`config.mk`:
```
export PLATFORM = sky130hd
export DESIGN_NAME = acia_rx
export DESIGN_NICKNAME = d
export VERILOG_FILES = /design/src/rtl/acia_rx.sv
export SDC_FILE = /design/constraint.sdc
export NUM_CORES = 1
export LEC_CHECK = 0
export BUFFER_PORTS_ARGS = -buffer_cell sky130_fd_sc_hd__buf_2
export CAP_MARGIN = 10
export CORE_MARGIN = 4
export CORE_UTILIZATION = 50
export DETAILED_ROUTE_END_ITERATION = 8
export PLACE_DENSITY = 0.7
export SYNTH_ARGS = -nofsm -noshare
export SYNTH_HDL_FRONTEND = slang
export SYNTH_SLANG_ARGS = --single-unit
```
`constraint.sdc`:
```
create_clock -name CLK_14M -period 2.1 [get_ports CLK_14M]
set_input_delay 0.315 -clock CLK_14M [delete_from_list [all_inputs] [get_ports CLK_14M]]
set_output_delay 0.315 -clock CLK_14M [all_outputs]
set_load 0.05 [all_outputs]
```
`src/rtl/acia_rx.sv`:
```
// 6551-style ACIA receiver: oversampled start/data/parity/stop framing into a
// one-deep receive data register with parity, framing and overrun status.
// Latency: RX_FULL rises on the clock edge that consumes the stop-bit sample tick.
// Backpressure: none on the line; a character arriving while RX_FULL is set is
// dropped and flagged as OVERRUN.
//
// Ports:
//   CLK_14M      sole clock, rising edge
//   RESET        synchronous active-high reset
//   BAUD_EN_16X  single-cycle oversample tick (OVERSAMPLE ticks per bit)
//   RXD          asynchronous serial input, idle high
//   WORD_LEN     00=8, 01=7, 10=6, 11=5 data bits
//   PARITY_EN    parity bit present
//   PARITY_MODE  00 odd, 01 even, 10 mark, 11 space
//   RX_READ      one-cycle CPU read strobe of the receive data register
//   RX_DATA      received character, LSB aligned, unused high bits zero
//   RX_FULL      receive data register holds an unread character
//   PARITY_ERR   parity error for the character in RX_DATA
//   FRAMING_ERR  stop bit sampled low for the character in RX_DATA
//   OVERRUN      a character was lost while RX_FULL was set
module acia_rx #(
    parameter int SYNC_STAGES = 2,
    parameter int OVERSAMPLE  = 16
) (
    input  logic       CLK_14M,
    input  logic       RESET,
    input  logic       BAUD_EN_16X,
    input  logic       RXD,
    input  logic [1:0] WORD_LEN,
    input  logic       PARITY_EN,
    input  logic [1:0] PARITY_MODE,
    input  logic       RX_READ,
    output logic [7:0] RX_DATA,
    output logic       RX_FULL,
    output logic       PARITY_ERR,
    output logic       FRAMING_ERR,
    output logic       OVERRUN
);

    localparam int CW = $clog2(OVERSAMPLE);
    localparam logic [CW-1:0] HALF_M1 = CW'(OVERSAMPLE / 2 - 1);
    localparam logic [CW-1:0] FULL_M1 = CW'(OVERSAMPLE - 1);

    typedef enum logic [2:0] {
        S_IDLE,
        S_START,
        S_DATA,
        S_PARITY,
        S_STOP,
        S_WAIT_IDLE
    } state_t;

    state_t                 state_q;
    logic [SYNC_STAGES-1:0] sync_q;
    logic [CW-1:0]          cnt_q;
    logic [2:0]             bit_idx_q;
    logic [7:0]             shreg_q;
    logic                   perr_q;
    logic [1:0]             wl_q;
    logic                   pen_q;
    logic [1:0]             pm_q;

    logic [7:0]             rx_data_q;
    logic                   rx_full_q;
    logic                   parity_err_q;
    logic                   framing_err_q;
    logic                   overrun_q;

    logic                   rxd_s;
    logic                   mid_bit;
    logic                   load_evt;
    logic [2:0]             last_idx;
    logic                   exp_par;

    assign rxd_s    = sync_q[SYNC_STAGES-1];
    // In DATA/PARITY/STOP the counter free-runs and wraps; the all-ones value
    // marks the middle of the current bit because START ended at mid-bit.
    assign mid_bit  = BAUD_EN_16X && (cnt_q == FULL_M1);
    assign load_evt = mid_bit && (state_q == S_STOP);
    assign last_idx = 3'd7 - {1'b0, wl_q};

    // Unreceived high bits of shreg_q are zero, so the XOR covers only data bits.
    always_comb begin
        exp_par = 1'b0;
        case (pm_q)
            2'b00:   exp_par = ~^shreg_q;
            2'b01:   exp_par = ^shreg_q;
            2'b10:   exp_par = 1'b1;
            default: exp_par = 1'b0;
        endcase
    end

    always_ff @(posedge CLK_14M) begin
        if (RESET) begin
            state_q       <= S_IDLE;
            sync_q        <= '1;
            cnt_q         <= '0;
            bit_idx_q     <= '0;
            shreg_q       <= '0;
            perr_q        <= 1'b0;
            wl_q          <= '0;
            pen_q         <= 1'b0;
            pm_q          <= '0;
            rx_data_q     <= '0;
            rx_full_q     <= 1'b0;
            parity_err_q  <= 1'b0;
            framing_err_q <= 1'b0;
            overrun_q     <= 1'b0;
        end else begin
            sync_q <= {sync_q[SYNC_STAGES-2:0], RXD};

            // Receive data register. A read in the same cycle as a load frees
            // the register, so the new character is accepted, not lost.
            if (load_evt) begin
                if (!rx_full_q || RX_READ) begin
                    rx_data_q     <= shreg_q;
                    parity_err_q  <= perr_q;
                    framing_err_q <= ~rxd_s;
                    rx_full_q     <= 1'b1;
                    overrun_q     <= 1'b0;
                end else begin
                    overrun_q     <= 1'b1;
                end
            end else if (RX_READ) begin
                rx_full_q <= 1'b0;
                overrun_q <= 1'b0;
            end

            if (BAUD_EN_16X) begin
                case (state_q)
                    S_IDLE: begin
                        if (!rxd_s) begin
                            wl_q    <= WORD_LEN;
                            pen_q   <= PARITY_EN;
                            pm_q    <= PARITY_MODE;
                            cnt_q   <= '0;
                            state_q <= S_START;
                        end
                    end
                    S_START: begin
                        if (cnt_q == HALF_M1) begin
                            cnt_q <= '0;
                            if (!rxd_s) begin
                                bit_idx_q <= '0;
                                shreg_q   <= '0;
                                perr_q    <= 1'b0;
                                state_q   <= S_DATA;
                            end else begin
                                // Line went back high before mid-start: noise.
                                state_q <= S_IDLE;
                            end
                        end else begin
                            cnt_q <= cnt_q + 1'b1;
                        end
                    end
                    S_DATA: begin
                        cnt_q <= cnt_q + 1'b1;
                        if (cnt_q == FULL_M1) begin
                            shreg_q[bit_idx_q] <= rxd_s;
                            bit_idx_q          <= bit_idx_q + 1'b1;
                            if (bit_idx_q == last_idx) begin
                                state_q <= pen_q ? S_PARITY : S_STOP;
                            end
                        end
                    end
                    S_PARITY: begin
                        cnt_q <= cnt_q + 1'b1;
                        if (cnt_q == FULL_M1) begin
                            perr_q  <= (rxd_s != exp_par);
                            state_q <= S_STOP;
                        end
                    end
                    S_STOP: begin
                        cnt_q <= cnt_q + 1'b1;
                        if (cnt_q == FULL_M1) begin
                            // A low stop bit may be a break; wait for the line
                            // to return high before hunting for a new start.
                            state_q <= rxd_s ? S_IDLE : S_WAIT_IDLE;
                        end
                    end
                    S_WAIT_IDLE: begin
                        if (rxd_s) begin
                            state_q <= S_IDLE;
                        end
                    end
                    default: state_q <= S_IDLE;
                endcase
            end
        end
    end

    assign RX_DATA     = rx_data_q;
    assign RX_FULL     = rx_full_q;
    assign PARITY_ERR  = parity_err_q;
    assign FRAMING_ERR = framing_err_q;
    assign OVERRUN     = overrun_q;

endmodule
```
==> out/qor.csv, run 1 <==
stage,metric,value,unit
critical_path,timing.rr.start,cnt_q[0],
routing,vias,1661,
sta,fin_tns_setup,0,ns
cts,clk_pin_slew,0.08,ns
grt,antenna_found_initial,0,
placement,gp_congestion,0.8834,
critical_path,critPathBufInv,0,
synth,yosysSeqAreaShare,39.45,%
routing,wl_per_cell,13.93,µm
sta,fin_crit,1.999,ns
cts,clk_latency,0.29,ns
grt,grt_overflow,0,
critical_path,crit_slowest_cell,or4_1,
cells_and_area,area_delta_synth_final,15.57,%
sta,max_freq,500.2,MHz
cells_and_area,num-fill-cells,328,
floorplanning,start_util,52.27,%
cts,htreeDepth,2,
hold_path,hold_class,primary input to flop,
sta,worst_pin_slew,0.6900,ns
synth,syn_inst,221,
cells_and_area,final_cell_mix,"dfxtp_1, nor2_1, buf_2",
pwr,p_per_area,728.5,nW/µm²
synth,synth_top_flop_cell,dfxtp_1,
critical_path,r2r-end,shreg_q[4],
cells_and_area,fin_area,2228,µm²
pwr,fin_total_pwr,1623,µW
synth,synthMuxAreaShare,8.306,%
synth,synth_adder_area_share,1.298,%
cells_and_area,antenna_cells,0,
sta,final_max_slew_viol_count,0,
critical_path,worstSetupStartpoint,cnt_q[0],
cts,cts_tree,yes,
placement,dp_hpwl,2847,µm
synth,yosys.area_share.simple,24.79,%
critical_path,worstPathRequired,2.32,ns
pwr,ir_drop,0.3478,mV
synth,async_flop_share,0,%
routing,drc,0,
sta,period_share,95.21,%
routing,dr.pass1.iters,4,
critical_path,max_stage_delay,0.53,ns
placement,place_area,2074,µm²
cts,ctsHoldBuffers,0,
critical_path,start_kind,flop,
placement,portBuffers,21,
status,outcome,completed,
floorplanning,rows,22,
routing,drt-vias-per-instance,5.688,
cells_and_area,fin_cells,292,
synth,synthesis.area,1928,µm²
critical_path,crit_path_end_kind,flop,
grt,grt_max_degree,40,
grt,grt_pass1_wl,6658,µm
floorplanning,dieArea,4914,µm²
routing,postRouteAntennaNets,0,
synth,synth_cell_types,42,
routing,drt_iter0_drc,115,
pwr,p_leak,0.0009258,µW
grt,grtUsageTotal,16.44,%
critical_path,worstRegToRegCells,6,
critical_path,worstPathArrival,2.22,ns
cells_and_area,layout_commonest_cell,dfxtp_1,
cts,numCtsBuffers,5,
synth,synth-xor-area-share,4.997,%
synth,avgSynthCellArea,8.724,µm²
cells_and_area,nets,255,
sta,finalSetupViolations,0,
synth,ys_ff_latch,38,
sta,fin_skew,0.005048,ns
routing,wl,4069,µm
critical_path,crit_fanout,19,
floorplanning,io-pin-count,22,
cts,cts.sinks,38,
critical_path,endpoint,shreg_q[4],
grt,grt_pass1_vias,1448,
placement,dpl.cell_count,283,
critical_path,crit_family,simple AND/OR/NAND/NOR gates,
floorplanning,die_h,70.10,µm
synth,synth_enable_flop_cells,0,
cells_and_area,drive_gt1_share,20.90,%
sta,hold_viol_final,0,
floorplanning,core_area,3689,µm²
flow_run,cap_violations,0,
critical_path,path_cells,ha_2 > nand3b_1 > a31oi_4 > nand2_4 > or4_1 > a21oi_1,
synth,syn_nets,233,
sta,relSlewSlack,54.00,%
synth,synth_compound_area_share,16.29,%
critical_path,crit_type,flop to flop,
cts,cts_root_buffer,clkbuf_8,
cts,clockBufferDepth,2,
critical_path,regToRegSetupSlack,0.10,ns
critical_path,cp_num_cells,6,
synth,yosys_warnings,0,
floorplanning,die_w,70.10,µm
cells_and_area,final_core_util,60.41,%
synth,synth_top_family_by_area,simple AND/OR/NAND/NOR gates,
-- layout make-up --
class / count / area [µm²] / share of cell area [%]
Tap cell: 48 / 60.06 / 2.695
Clock inverter: 2 / 60.06 / 2.695
Multi-Input combinational cell: 163 / 1076 / 48.29
Timing Repair Buffer: 29 / 165.2 / 7.412
Inverter: 6 / 22.52 / 1.011
Sequential cell: 38 / 762.0 / 34.19
Clock buffer: 6 / 82.58 / 3.706
-- through the flow --
stage,worst slack [ns],hold slack [ns]
2_1_floorplan,0.3181,0.3895
3_5_place_dp,0.1300,0.3947
5_1_grt,-0.01224,0.2050
3_3_place_gp,0.1796,0.3912
6_report,0.1006,0.2068
4_1_cts,0.1062,0.2052
-- worst min-delay path by stage --
stage	start	end	slack, ns	depth (start not counted)
after floorplan	sync_q[0]	sync_q[1]	0.39	1
after global placement	sync_q[0]	sync_q[1]	0.39	1
after detailed placement	sync_q[0]	sync_q[1]	0.39	1
after CTS	RXD	sync_q[0]	0.21	2
after global routing	RXD	sync_q[0]	0.21	2
final	RXD	sync_q[0]	0.21	2
-- kinds of logic after synthesis --
family,count (synthesis)
multiplexers,16
flip-flops,38
AND/OR/NAND/NOR,88
XOR/XNOR,11
adder cells (fa/ha/maj),2
buffers and inverters,20
AO/OA/AOI/OAI,46
-- sequential cells by signal, indices dropped and copies added, names as in the netlist --
name,cells
wl_q,2
state_q,3
OVERRUN,1
RX_FULL,1
RX_DATA,8
bit_idx_q,3
pm_q,2
PARITY_ERR,1
cnt_q,4
pen_q,1
perr_q,1
FRAMING_ERR,1
sync_q,2
shreg_q,8
-- power by group --
part           total (µW)  switching (µW)  internal, µW
clock network         760             254           507
logic                 119            71.4          47.7
registers             744            14.2           730
total                1620             339          1280
-- cells in the mapped netlist, types with 2 or more instances --
master	count	area share (%)
dfxtp_1	38	39
nor2_1	24	4.7
a21oi_1	20	5.2
mux2i_1	16	8.3
nand3_1	13	3.4
nand2_1	10	1.9
clkbuf_1	9	1.8
xnor2_1	8	3.6
inv_1	6	1.2
nand2b_1	5	1.6
nand3b_1	5	1.9
o211ai_1	5	1.9
or2_2	5	1.6
a31oi_1	4	1.3
nor3_1	4	1.0
o311ai_0	4	1.8
or3_1	4	1.3
or4_1	4	1.6
buf_2	3	0.78
o21ai_0	3	0.78
xor2_1	3	1.4
a211oi_1	2	0.78
buf_6	2	1.2
ha_1	2	1.3
nand4_1	2	0.65
nor2b_1	2	0.65
nor3b_1	2	0.78
or4b_2	2	1.0
-- metal layers --
metal,track usage (%),routed length [µm]
met1,22.76,2043
met2,24.66,1767
met3,4.029,207
met4,5.957,51
met5,0,0
-- timing repair --
action | CTS | global route
endpoints found under the setup margin | 0 | 4
buffers inserted | 0 | 1
resized for setup | 0 | 2
Power figures use the tool's default switching activity.
==> run 2: changes to the inputs <==
--- a/config.mk
+++ b/config.mk
@@ -10,6 +10,7 @@
 export CORE_MARGIN = 4
 export CORE_UTILIZATION = 50
 export DETAILED_ROUTE_END_ITERATION = 8
+export GPL_TIMING_DRIVEN = 0
 export PLACE_DENSITY = 0.7
 export SYNTH_ARGS = -nofsm -noshare
 export SYNTH_HDL_FRONTEND = slang
==> run 2 against run 1 <==
- sequential cell count did not move
- clock power fell by 38%
- sequential share of layout area rose by 0.85 points
- via count rose by 0.48%
- non-clock buffer count rose by 5
- routed wire length rose by 5.1%
- fmax rose by 3.4%
- count of clock-buffer cells in the layout fell by 1
- power fell by 18%
- largest cell class unchanged
- combinational power rose by 8%
==> out/qor.csv, run 2 (synthesis results as in run 1) <==
stage,metric,value,unit,change
status,outcome,completed,,
pwr,p_per_area,616.4,nW/µm²,-15%
floorplanning,die_w,70.10,µm,unchanged
hold_path,hold_path_end,OVERRUN,,
floorplanning,dieArea,4914,µm²,unchanged
cts,clk_latency,0.29,ns,about the same
cells_and_area,ff_latch_area,760.7,µm²,-0.16%
cells_and_area,layout_commonest_cell,dfxtp_1,,
grt,grt_overflow,0,,unchanged
critical_path,crit_fanout,10,,-9
sta,finalSetupViolations,0,,unchanged
routing,postRouteAntennaNets,0,,unchanged
grt,grt_pass1_wl,7024,µm,+5.5%
sta,rsz0062_at_grt,false,,
cts,cts_tree,yes,,
grt,grt_pass1_vias,1474,,+1.8%
critical_path,worstPathRequired,2.25,ns,-0.07 ns
critical_path,worstSetupStartpoint,cnt_q[0],,
critical_path,worstRegToRegCells,7,,+1
placement,gp_congestion,0.8312,,-5.9%
cts,cts_root_buffer,clkbuf_8,,
cts,clk_pin_slew,0.07,ns,about the same
cells_and_area,drive_gt1_share,18.55,%,-2.4 points
critical_path,timing.rr.start,cnt_q[0],,
sta,relSlewSlack,63.81,%,+9.8 points
flow_run,cap_violations,0,,unchanged
placement,portBuffers,20,,-4.8%
sta,final_max_slew_viol_count,0,,unchanged
sta,fin_tns_setup,0,ns,unchanged
cells_and_area,final_cell_mix,"dfxtp_1, nor2_1, buf_2",,
routing,drc,0,,unchanged
critical_path,regToRegSetupSlack,0.17,ns,+0.07 ns
routing,wl_per_cell,14.45,µm,+3.7%
routing,drt-vias-per-instance,5.639,,-0.88%
cells_and_area,antenna_cells,0,,unchanged
sta,max_freq,517.4,MHz,+3.4%
sta,worst_pin_slew,0.5429,ns,-0.1471 ns
pwr,ir_drop,0.2133,mV,-39%
cells_and_area,nets,260,,+2.0%
cells_and_area,multi_input_area,1076,µm²,unchanged
sta,hold_viol_final,0,,unchanged
critical_path,r2r-end,shreg_q[6],,
floorplanning,die_h,70.10,µm,unchanged
floorplanning,start_util,52.27,%,unchanged
routing,wl,4277,µm,+5.1%
cts,clockBufferDepth,2,,unchanged
cells_and_area,area_delta_synth_final,12.59,%,
cts,htreeDepth,2,,unchanged
sta,period_share,92.04,%,-3.2 points
hold_path,hold_path_depth,2,,unchanged
cells_and_area,final_core_util,58.85,%,-1.6 points
critical_path,worstPathArrival,2.09,ns,-0.13 ns
critical_path,crit_type,flop to flop,,
cts,postCtsSetupBuffers,0,,unchanged
floorplanning,io-pin-count,22,,unchanged
sta,fin_skew,0.003654,ns,-0.001395 ns
grt,grtUsageTotal,17.53,%,+1.1 points
grt,grt_max_degree,12,,-70%
sta,layout_setup_ws,0.1672,ns,+0.06659 ns
routing,drt_iter0_drc,70,,-39%
placement,dp_slack,0.04265,ns,-0.08735 ns
pwr,p_leak,0.0008930,µW,-3.5%
floorplanning,core_area,3689,µm²,unchanged
routing,dr.pass1.iters,4,,unchanged
hold_path,hold_class,primary input to flop,,
cts,cts.sinks,38,,unchanged
grt,antenna_found_initial,0,,unchanged
hold_path,min_from,RX_READ,,
cts,numCtsBuffers,5,,unchanged
floorplanning,rows,22,,unchanged
placement,dp_hpwl,3025,µm,+6.2%
sta,fin_crit,1.933,ns,-0.06659 ns
critical_path,start_kind,flop,,
cells_and_area,num-fill-cells,348,,+6.1%
critical_path,crit_path_end_kind,flop,,
routing,vias,1669,,+0.48%
## run 2: cell count changes in the layout (fill, tap and decap cells not counted), sizes merged
cell,before,now
clkbuf,6,14
clkinv,0,2
buf,29,25
bufinv,2,0
## run 2: what timing repair did
item	in CTS	in global routing
hold buffers	0	0
setup endpoints to repair	0	6
resized for setup	0	6
## run 2: where the power goes
| group | internal, µW | total [µW] | switching [µW] |
|---|---|---|---|
| registers | 730 | 737 | 7.81 |
| clock network | 223 | 473 | 250 |
| logic | 49.2 | 128 | 78.4 |
## run 2: worst max-delay path, cell delays in order, from the launching register on
cell      delay, ns
dfxtp_1        0.38
ha_2           0.24
nand4_1        0.21
a21oi_4        0.24
nand2_4        0.11
clkbuf_2       0.21
o311ai_1       0.31
a21oi_1        0.10
## run 2: cell type report
class	count	share of cell area (%)
Buffer	14	3.343
Clock buffer	5	3.170
Clock inverter	2	0.4611
Inverter	6	1.037
Multi-Input combinational cell	163	49.57
Sequential cell	38	35.04
Tap cell	48	2.767
Timing Repair Buffer	20	4.611
## run 2: how the worst max path moves through the flow
stage,to,cells past startpoint
floorplan,shreg_q[2],7
global placement,shreg_q[4],7
detailed placement,shreg_q[6],7
CTS,shreg_q[6],7
global route,shreg_q[4],7
finish,shreg_q[6],7
## run 2: per-stage QoR
stage	hold WS, ns	instances	power [µW]	area [µm²]
detailed placement	0.4152	289	879.0	2088
global placement	0.3913	289	877.7	2088
CTS	0.1912	296	1350	2167
finish	0.1954	296	1338	2171
global route	0.1826	296	1388	2171
floorplan	0.3895	221	845.5	1928
## run 2: metal layers
metal  wire (µm)  up-vias  GRT usage (%)
li1            -      852              -
met4          49        0          4.468
met3         161        6          4.604
met1        2161      783          24.43
met2        1905       28          26.86
met5           0        -              0
==> run 3: changes to the inputs <==
==> constraint.sdc (replaced) <==
create_clock -name CLK_14M -period 2.4 [get_ports CLK_14M]
set_input_delay 0.36 -clock CLK_14M [delete_from_list [all_inputs] [get_ports CLK_14M]]
set_output_delay 0.36 -clock CLK_14M [all_outputs]
set_load 0.05 [all_outputs]
==> run 3 against run 2 <==
- clock skew increased by 0.00099 ns
- core utilization down 0.10 points
- first-iteration DRC count up 31%
- design area fell by 0.17%
- hold slack improved by 0.045 ns
- critical endpoint unchanged
- sequential cell count is the same
- highest routed layer unchanged
==> out/qor.csv, run 3 (synthesis results as in run 1) <==
stage,metric,value,unit,change
cells_and_area,nets,260,,unchanged
sta,worst_pin_slew,0.5399,ns,-0.003016 ns
critical_path,worstPathRequired,2.55,ns,+0.30 ns
grt,antenna_found_initial,0,,unchanged
sta,hold_ws,0.2407,ns,+0.04537 ns
critical_path,r2r-end,shreg_q[6],,
cts,ctsHoldBuffers,0,,unchanged
cts,clockBufferDepth,2,,unchanged
pwr,ir_drop,0.1872,mV,-12%
sta,fin_skew,0.004644,ns,+0.0009909 ns
critical_path,worstRegToRegCells,7,,unchanged
grt,grt_overflow,0,,unchanged
critical_path,endpoint,shreg_q[6],,
critical_path,worstSetupStartpoint,cnt_q[0],,
hold_path,min_from,RX_READ,,
critical_path,worstPathArrival,2.23,ns,+0.14 ns
sta,rsz0062_at_grt,false,,
placement,dpl.cell_count,289,,unchanged
routing,wl_per_cell,14.35,µm,-0.68%
grt,grt_pass1_vias,1474,,unchanged
sta,fin_crit,2.080,ns,+0.1472 ns
status,outcome,completed,,
floorplanning,die_h,70.10,µm,unchanged
cts,cts.sinks,38,,unchanged
floorplanning,io-pin-count,22,,unchanged
floorplanning,start_util,52.27,%,unchanged
cts,postCtsSetupBuffers,0,,unchanged
critical_path,crit_path_end_kind,flop,,
routing,drt_iter0_drc,92,,+31%
cts,cts.repair.resized,0,,unchanged
pwr,p_leak,0.0008942,µW,+0.13%
sta,relSlewSlack,64.01,%,+0.20 points
placement,portBuffers,20,,unchanged
sta,max_freq,480.8,MHz,-7.1%
critical_path,crit_fanout,10,,unchanged
sta,period_share,86.67,%,-5.4 points
routing,drc,0,,unchanged
cells_and_area,num-fill-cells,348,,unchanged
cts,cts_root_buffer,clkbuf_8,,
pwr,fin_total_pwr,1170,µW,-13%
placement,gp_congestion,0.8312,,unchanged
cts,htreeDepth,2,,unchanged
routing,postRouteAntennaNets,0,,unchanged
floorplanning,core_area,3689,µm²,unchanged
critical_path,timing.rr.start,cnt_q[0],,
sta,final_max_slew_viol_count,0,,unchanged
cells_and_area,fin_cells,296,,unchanged
grt,grtUsageTotal,17.53,%,unchanged
cts,cts_tree,yes,,
cts,clk_latency,0.29,ns,about the same
cells_and_area,area_delta_synth_final,12.39,%,
routing,wl,4248,µm,-0.68%
critical_path,regToRegSetupSlack,0.32,ns,+0.15 ns
grt,grt_pass1_wl,7024,µm,unchanged
cells_and_area,antenna_cells,0,,unchanged
cts,numCtsBuffers,5,,unchanged
floorplanning,rows,22,,unchanged
cells_and_area,drive_gt1_share,17.74,%,-0.81 points
routing,vias,1649,,-1.2%
cells_and_area,final_cell_mix,"dfxtp_1, nor2_1, buf_2",,
floorplanning,die_w,70.10,µm,unchanged
sta,fin_tns_setup,0,ns,unchanged
routing,drt-vias-per-instance,5.571,,-1.2%
sta,finalSetupViolations,0,,unchanged
hold_path,hold_class,primary input to flop,,
critical_path,start_kind,flop,,
cells_and_area,layout_commonest_cell,dfxtp_1,,
routing,dr.pass1.iters,4,,unchanged
pwr,p_per_area,539.9,nW/µm²,-12%
sta,hold_viol_final,0,,unchanged
floorplanning,dieArea,4914,µm²,unchanged
placement,dp_hpwl,3025,µm,unchanged
grt,grt_max_degree,12,,unchanged
critical_path,crit_type,flop to flop,,
cts,clk_pin_slew,0.07,ns,about the same
flow_run,cap_violations,0,,unchanged
[run 3: cell counts in the layout (fill, tap and decap cells not counted)]
No cell type changed its count.
[run 3: how the worst min path moves through the flow]
stage                end  cells past startpoint  slack, ns
3_5_place_dp   sync_q[1]                      1       0.42
6_report         OVERRUN                      2       0.24
5_1_grt          OVERRUN                      2       0.23
4_1_cts          OVERRUN                      2       0.24
3_3_place_gp   sync_q[1]                      1       0.39
2_1_floorplan  sync_q[1]                      1       0.39
[run 3: worst max-delay path, cell delays in order (launching register included)]
cell	delay, ns
dfxtp_1	0.37
ha_1	0.26
nand3b_1	0.20
a31oi_4	0.28
nand2_4	0.11
clkbuf_1	0.23
o311ai_0	0.39
a21oi_1	0.11
[run 3: power breakdown]
| group | switching, µW | total [µW] | leakage [µW] | internal [µW] |
|---|---|---|---|---|
| sequential | 6.73 | 645 | 0.000307 | 638 |
| clock | 220 | 415 | 0.0000438 | 195 |
| combinational | 68.0 | 110 | 0.000544 | 42.2 |
[run 3: layout make-up]
cell class / instances / area (µm²) / area share (%)
Inverter: 6 / 22.52 / 1.039
Buffer: 14 / 71.32 / 3.291
Clock buffer: 5 / 68.82 / 3.176
Sequential cell: 38 / 760.7 / 35.10
Timing Repair Buffer: 20 / 100.1 / 4.619
Clock inverter: 2 / 10.01 / 0.4619
Tap cell: 48 / 60.06 / 2.771
Multi-Input combinational cell: 163 / 1074 / 49.54
[run 3: through the flow]
step / worst slack [ns] / area [µm²] / util (%)
CTS: 0.3217 / 2167 / 58.75
global placement: 0.3644 / 2088 / 56.61
global route: 0.08398 / 2167 / 58.75
detailed placement: 0.3426 / 2088 / 56.61
finish: 0.3200 / 2167 / 58.75
floorplan: 0.6181 / 1928 / -
[run 3: per-layer routing]
metal  share of wire, %  routed length [µm]  global-route usage (%)  vias up
li1                   -                   -                       -      848
met1                 50                2115                   24.43      762
met2                 44                1889                   26.86       33
met3                4.6                 194                   4.604        6
met4                1.2                  49                   4.468        0
met5                  0                   0                       0        -
